<file path="src/rtl/btn_conditioner.sv">
// btn_conditioner
// Four-channel push-button conditioner. Each raw button is synchronised into
// the clk domain, debounced by a per-channel FSM/counter, and presented as a
// stable level plus one-cycle press, release and long-press pulses.
//
// Ports
//   clk          system clock, rising edge
//   reset        asynchronous reset, active low
//   BTN_RAW      raw asynchronous buttons, 1 = pressed
//   BTN_LEVEL    debounced level
//   BTN_PRESS    one-cycle pulse on accepted 0->1
//   BTN_RELEASE  one-cycle pulse on accepted 1->0
//   BTN_HOLD     one-cycle pulse once per press after HOLD_CYCLES held
//   ANY_PRESS    OR of BTN_PRESS, aligned with it
//
// state | meaning
// LOW   | debounced level 0, idle
// RISE  | s seen high, counting toward acceptance of a press
// HIGH  | debounced level 1, counting toward long press (saturates at H)
// FALL  | s seen low, counting toward acceptance of a release
module btn_conditioner #(
   parameter int unsigned WIDTH           = 4,
   parameter int unsigned DEBOUNCE_CYCLES = 4,
   parameter int unsigned HOLD_CYCLES     = 16
) (
   input  logic             clk,
   input  logic             reset,
   input  logic [WIDTH-1:0] BTN_RAW,
   output logic [WIDTH-1:0] BTN_LEVEL,
   output logic [WIDTH-1:0] BTN_PRESS,
   output logic [WIDTH-1:0] BTN_RELEASE,
   output logic [WIDTH-1:0] BTN_HOLD,
   output logic             ANY_PRESS
);

   localparam int unsigned MAXC = (DEBOUNCE_CYCLES > HOLD_CYCLES) ? DEBOUNCE_CYCLES : HOLD_CYCLES;
   localparam int unsigned CW   = $clog2(MAXC + 1);

   localparam logic [CW-1:0] DEB_LAST  = CW'(DEBOUNCE_CYCLES - 1);
   localparam logic [CW-1:0] HOLD_MAX  = CW'(HOLD_CYCLES);
   localparam logic [CW-1:0] HOLD_LAST = CW'(HOLD_CYCLES - 1);
   localparam logic [CW-1:0] CNT_ONE   = CW'(1);

   typedef enum logic [1:0] {
      S_LOW  = 2'd0,
      S_RISE = 2'd1,
      S_HIGH = 2'd2,
      S_FALL = 2'd3
   } state_t;

   logic [WIDTH-1:0] sync1_q, sync2_q;
   state_t           state_q [WIDTH];
   state_t           state_d [WIDTH];
   logic [CW-1:0]    cnt_q   [WIDTH];
   logic [CW-1:0]    cnt_d   [WIDTH];

   logic [WIDTH-1:0] level_q, level_d;
   logic [WIDTH-1:0] press_q, press_d;
   logic [WIDTH-1:0] release_q, release_d;
   logic [WIDTH-1:0] hold_q, hold_d;
   logic             any_q, any_d;

   always_comb begin
      level_d   = level_q;
      press_d   = '0;
      release_d = '0;
      hold_d    = '0;
      for (int i = 0; i < int'(WIDTH); i++) begin
         state_d[i] = state_q[i];
         cnt_d[i]   = cnt_q[i];
         case (state_q[i])
            S_LOW: begin
               cnt_d[i] = '0;
               if (sync2_q[i]) begin
                  state_d[i] = S_RISE;
                  cnt_d[i]   = CNT_ONE;
               end
            end
            S_RISE: begin
               if (!sync2_q[i]) begin
                  state_d[i] = S_LOW;
                  cnt_d[i]   = '0;
               end else if (cnt_q[i] == DEB_LAST) begin
                  state_d[i] = S_HIGH;
                  cnt_d[i]   = '0;
                  level_d[i] = 1'b1;
                  press_d[i] = 1'b1;
               end else begin
                  cnt_d[i] = cnt_q[i] + CNT_ONE;
               end
            end
            S_HIGH: begin
               if (!sync2_q[i]) begin
                  state_d[i] = S_FALL;
                  cnt_d[i]   = CNT_ONE;
               end else if (cnt_q[i] != HOLD_MAX) begin
                  // Saturation at H keeps an indefinitely held button to one hold pulse.
                  cnt_d[i]  = cnt_q[i] + CNT_ONE;
                  hold_d[i] = (cnt_q[i] == HOLD_LAST);
               end
            end
            S_FALL: begin
               if (sync2_q[i]) begin
                  // Back to HIGH already saturated: a bounce never re-arms the hold pulse.
                  state_d[i] = S_HIGH;
                  cnt_d[i]   = HOLD_MAX;
               end else if (cnt_q[i] == DEB_LAST) begin
                  state_d[i]   = S_LOW;
                  cnt_d[i]     = '0;
                  level_d[i]   = 1'b0;
                  release_d[i] = 1'b1;
               end else begin
                  cnt_d[i] = cnt_q[i] + CNT_ONE;
               end
            end
            default: begin
               state_d[i] = S_LOW;
               cnt_d[i]   = '0;
            end
         endcase
      end
      any_d = |press_d;
   end

   always_ff @(posedge clk or negedge reset) begin
      if (!reset) begin
         sync1_q   <= '0;
         sync2_q   <= '0;
         level_q   <= '0;
         press_q   <= '0;
         release_q <= '0;
         hold_q    <= '0;
         any_q     <= 1'b0;
         for (int i = 0; i < int'(WIDTH); i++) begin
            state_q[i] <= S_LOW;
            cnt_q[i]   <= '0;
         end
      end else begin
         sync1_q   <= BTN_RAW;
         sync2_q   <= sync1_q;
         level_q   <= level_d;
         press_q   <= press_d;
         release_q <= release_d;
         hold_q    <= hold_d;
         any_q     <= any_d;
         for (int i = 0; i < int'(WIDTH); i++) begin
            state_q[i] <= state_d[i];
            cnt_q[i]   <= cnt_d[i];
         end
      end
   end

   assign BTN_LEVEL   = level_q;
   assign BTN_PRESS   = press_q;
   assign BTN_RELEASE = release_q;
   assign BTN_HOLD    = hold_q;
   assign ANY_PRESS   = any_q;

endmodule

</file>
<file path="config.mk">
export PLATFORM = sky130hd
export DESIGN_NAME = btn_conditioner
export DESIGN_NICKNAME = d
export VERILOG_FILES = /design/src/rtl/btn_conditioner.sv
export SDC_FILE = /design/constraint.sdc
export NUM_CORES = 1
export LEC_CHECK = 0
export BUFFER_PORTS_ARGS = -buffer_cell sky130_fd_sc_hd__buf_2
export CORE_UTILIZATION = 59
export CTS_BUF_LIST = sky130_fd_sc_hd__clkbuf_16
export DETAILED_ROUTE_END_ITERATION = 6
export PLACE_DENSITY = 0.91
export SYNTH_ARGS = -nofsm -noshare
export SYNTH_HDL_FRONTEND = slang
export SYNTH_SLANG_ARGS = --single-unit
</file>
<file path="constraint.sdc">
create_clock -name clk -period 2.25 [get_ports clk]
set_clock_uncertainty 0.2 [all_clocks]
set_input_delay 0.1125 -clock clk [delete_from_list [all_inputs] [get_ports clk]]
set_output_delay 0.1125 -clock clk [all_outputs]
set_load 0.1 [all_outputs]
</file>
Yosys cells after proc, flatten, opt, wreduce, memory -nomap -nowiden. Cells that the tools add are included.

Register bits after elaboration: 53. Bits of input ports: 6. Output and inout bits: 17.

Add/subtract/negate cells: 4. Eq/ne operators: 60. Mux-type cells: 108. Reductions and logical operators: 17.

Operator list (count): 2-to-1 mux 5 bit (20); one-hot mux 5 bit (4 select lines) (4); 2-to-1 mux 1 bit (52); 2-to-1 mux 2 bit (24); != test 2 bit (second input constant) (24); != test 3 bit (second input constant) (12); one-hot mux 2 bit (4 select lines) (4); adder 5 x 1 -> 5 bit (second input constant) (4); equality test 5 x 2 -> 1 bit (second input constant) (4); equality test 5 x 4 -> 1 bit (second input constant) (4); != test 5 bit (second input constant) (4); AND reduction 5 bit (4); equality test 2 bit (second input constant) (8); AND reduction 4 bit (4); equality test 2 x 1 -> 1 bit (second input constant) (4); logical NOT 2 bit (4); one-hot mux 1 bit (2 select lines) (4); nonzero test 2 bit (4); OR reduction 4 bit (1).

Logic depth before layout (Yosys ltp).
Depth in word-level cells: 5. Depth in mapped cells: 6. Mapped depth without buffers: 6.

Worst setup path after synthesis. OpenSTA, ideal clock, no wires.

Path type: register -> register. From: register cnt_q[0] in the netlist's numbering. To: register cnt_q[4] in the netlist's numbering. Library setup time: 0.126 ns. Arrival: 1.531 ns. Data required time: 1.924 ns. Setup slack: 0.393 ns. Cell stages (with the launch flop): 6. Clock period less this slack: 1.857 ns. Cell sequence: dfrtp_1 -> ha_1 -> and3_2 -> ha_1 -> nor2_1 -> a311o_1.

Cells in the longest elaborated chain, start to end: 4. Elaborated cells on any way between the ends: 10.

RTL lines: start: declaration (line 54) `logic [CW-1:0] cnt_q [WIDTH];`; start signal: indexed assignment (line 148) `cnt_q[i] <= cnt_d[i];`; adder 5 x 1 -> 5 bit / equality test 5 x 2 -> 1 bit (equally long branches); 2-to-1 mux 5 bit, on equally long branches (line 83, 107, 96); 2-to-1 mux 5 bit, on equally long branches (line 103, 80, 93); one-hot mux 5 bit (4 select lines) (line 71) `case (state_q[i])`.

Parallel ways exist; a longest one is shown, timed or not. The select of a mux whose other input is x is not followed. A chain may end at the register's enable or synchronous reset.

Final worst setup path.
From: register cnt_q[15] in the netlist's numbering. To: register cnt_q[19] in the netlist's numbering.

Same word-level chain as after synthesis.

==> results.sh <==
export IMPL_cts_tree="built"
export IMPL_fin_cells=316
export IMPL_nets=283
export IMPL_max_freq_ghz=0.5041
export IMPL_slew_violations=0
export IMPL_clock_path_buffers=2
export IMPL_grt_usage=0.2305
export IMPL_yosysTopAreaCell="dfrtp_1"
export IMPL_drive_above_1_share=0.1579
export IMPL_fillerInstances=291
export IMPL_syn_nets=257
export IMPL_first_iter_violations=152
export IMPL_crit_arrival_ps=1960
export IMPL_hpwl_um=3331
export IMPL_holdWs_ps=2.601
export IMPL_num_antenna_cells=0
export IMPL_first_pass_iters=4
export IMPL_row_count=23
export IMPL_core_um2=4115
export IMPL_dp_cells=303
export IMPL_holdBufCountCts=5
export IMPL_grt_pass1_vias=1798
export IMPL_met2_usage=0.3811
export IMPL_clock_latency_ps=290
export IMPL_area_growth_syn_to_layout_pct=13.13
export IMPL_initial_utilization=0.6345
export IMPL_drc=0
export IMPL_root_buffer="clkbuf_16"
export IMPL_yosysWarnings=0
export IMPL_synth_cell_types=47
export IMPL_num_vias=1881
export IMPL_cts_inserted_buffers=5
export IMPL_antenna_found_initial=0
export IMPL_timing_slew_headroom=0.6738
export IMPL_ioPinCount=23
export IMPL_leakage_nw=1.381
export IMPL_worstPathRequired_ps=2230
export IMPL_rr_worst_depth=5
export IMPL_ir_drop_mv=0.6842
export IMPL_yosysMostFrequentCell="dfrtp_1"
export IMPL_synth_flop_cell="dfrtp_1"
export IMPL_syn_cell_area_um2=2611
export IMPL_crit_path_start_kind="flip-flop"
export IMPL_status="finished, final reports clean"
export IMPL_synth_avg_cell_area_um2=10.93
export IMPL_worst_pin_slew_ps=492.7
export IMPL_synth_edf_count=0
export IMPL_grt_max_degree=26
export IMPL_use_met1=0.2767
export IMPL_cts_repair_resized=0
export IMPL_drv_cap=0
export IMPL_busiest_layer="met2"
export IMPL_place_gp_congestion=0.8533
export IMPL_clk_pin_slew_ps=70
export IMPL_hold_violations=0
export IMPL_synthTopCellsByArea="dfrtp_1, ha_1, inv_1, xor2_1, nor4b_2"
export IMPL_final_setup_tns_ps=0
export IMPL_synthCells=239
export IMPL_fin_crit_ps=1984
export IMPL_grt_first_pass_wirelength_um=7803
export IMPL_die_x_um=68.53
export IMPL_dieHeight_um=68.53
export IMPL_yosysSeqAreaShare=0.5079
export IMPL_yosys_top_cells_count="dfrtp_1, inv_1, ha_1"
export IMPL_hold_path_class="primary input to async pin"
export IMPL_drt_wl_total_um=4693
export IMPL_setup_viol=0
export IMPL_synth_top_cell_area_share=0.5079
export IMPL_ys_ff_latch=53
export IMPL_dieArea_um2=4696
export IMPL_antenna_left=0
export IMPL_critPathKind="flip-flop to flip-flop"
export IMPL_async_flop_share=1.000
export IMPL_path_max_fanout=5
export IMPL_grt_ovfl_total=0
export IMPL_viasPerCell=5.953
export IMPL_rsz0062_at_grt="false"
export IMPL_clkSinkCount=53
export IMPL_grtUsageMet3=0.06414
export IMPL_port_buffers=22
export IMPL_h_tree_depth=2
export IMPL_period_share=0.8816
export IMPL_wire_per_inst_um=14.85
export IMPL_powerDensity_nw_per_um2=1121
export IMPL_cp_end_kind="flip-flop"
export IMPL_post_cts_setup_buffers=0
[sequential cells by signal (all words and copies together) (netlist names), named ones only]
register / flops
sync1_q: 4
BTN_PRESS: 4
state_q: 4
sync2_q: 4
BTN_RELEASE: 4
BTN_HOLD: 4
ANY_PRESS: 1
cnt_q: 20
BTN_LEVEL: 4
[stage by stage]
step                      setup slack, ps  area [µm²]  utilization  power, mW
after floorplan                     392.8        2611            -      2.323
after global placement              361.5        2761       0.6710      2.497
after detailed placement            313.3        2761       0.6710      2.553
after CTS                           282.1        2954       0.7178      3.316
after global routing                175.9        2954       0.7178      3.527
final                               266.4        2954       0.7178      3.313
[final cells by class]
type | count | area (µm²) | area share
Clock buffer | 5 | 125.1 | 0.04235
Inverter | 22 | 82.58 | 0.02795
Multi-Input combinational cell | 154 | 1165 | 0.3943
Tap cell | 50 | 62.56 | 0.02118
Clock inverter | 3 | 17.52 | 0.005930
Timing Repair Buffer | 29 | 175.2 | 0.05930
Sequential cell | 53 | 1326 | 0.4490
[final timing paths]
check / start / endpoint / slack [ps]
worst max-delay path: cnt_q[15]$_DFFE_PN0P_ / cnt_q[19]$_DFFE_PN0P_ / 270
worst min-delay path: reset / sync1_q[3]$_DFF_PN0_ / 3
max in group asynchronous: reset / cnt_q[1]$_DFFE_PN0P_ / 1310
worst min register to register: sync1_q[2]$_DFF_PN0_ / sync2_q[2]$_DFF_PN0_ / 150
worst max register to register: cnt_q[15]$_DFFE_PN0P_ / cnt_q[19]$_DFFE_PN0P_ / 270
min in group clk: sync1_q[2]$_DFF_PN0_ / sync2_q[2]$_DFF_PN0_ / 150
[worst max-delay path: stages, from the launching register on]
cell,delay (ps)
dfrtp_1,450
ha_1,270
and3_1,170
ha_1,320
o21bai_1,90
a311o_1,370
[cell usage in the layout, fill, tap and decap left out, types with 4 or more instances in the layout]
master | Yosys | final
dfrtp_1 | 53 | 53
inv_1 | 22 | 22
buf_2 | 0 | 22
ha_1 | 12 | 12
nand2_1 | 11 | 11
nand3_1 | 11 | 11
nor3_1 | 10 | 10
nor2_1 | 10 | 10
a21oi_1 | 8 | 8
and2_1 | 7 | 7
xor2_1 | 7 | 7
nand4_1 | 6 | 6
and3_1 | 5 | 5
xnor2_1 | 5 | 5
clkbuf_16 | 0 | 5
dlygate4sd3_1 | 0 | 5
nor4b_2 | 4 | 4
o21ai_0 | 4 | 4
[where the power goes]
| group | internal (mW) | total [mW] | switching (mW) |
|---|---|---|---|
| registers | 1.15 | 1.47 | 0.317 |
| clock network | 0.408 | 0.741 | 0.333 |
| logic | 0.469 | 1.10 | 0.632 |
| total | 2.03 | 3.31 | 1.28 |
[metal layers]
layer	share of wire	up-vias
li1	-	909
met1	0.45	915
met2	0.49	42
met3	0.036	15
met4	0.024	0
met5	0	-
[cells by family (layout without fill, tap and decap cells)]
| kind of cell | count (synthesis) | in the layout | share of synthesized area |
|---|---|---|---|
| AOI/OAI and AO/OA | 40 | 40 | 0.1169 |
| xor gates and xnor gates | 12 | 12 | 0.04025 |
| adders and majority gates | 12 | 12 | 0.05750 |
| buffers and inverters | 32 | 59 | 0.04600 |
| DFF | 53 | 53 | 0.5079 |
| muxes | 6 | 6 | 0.02492 |
| and+or+nand+nor | 84 | 84 | 0.2065 |
(Power assumes the default switching activity.)
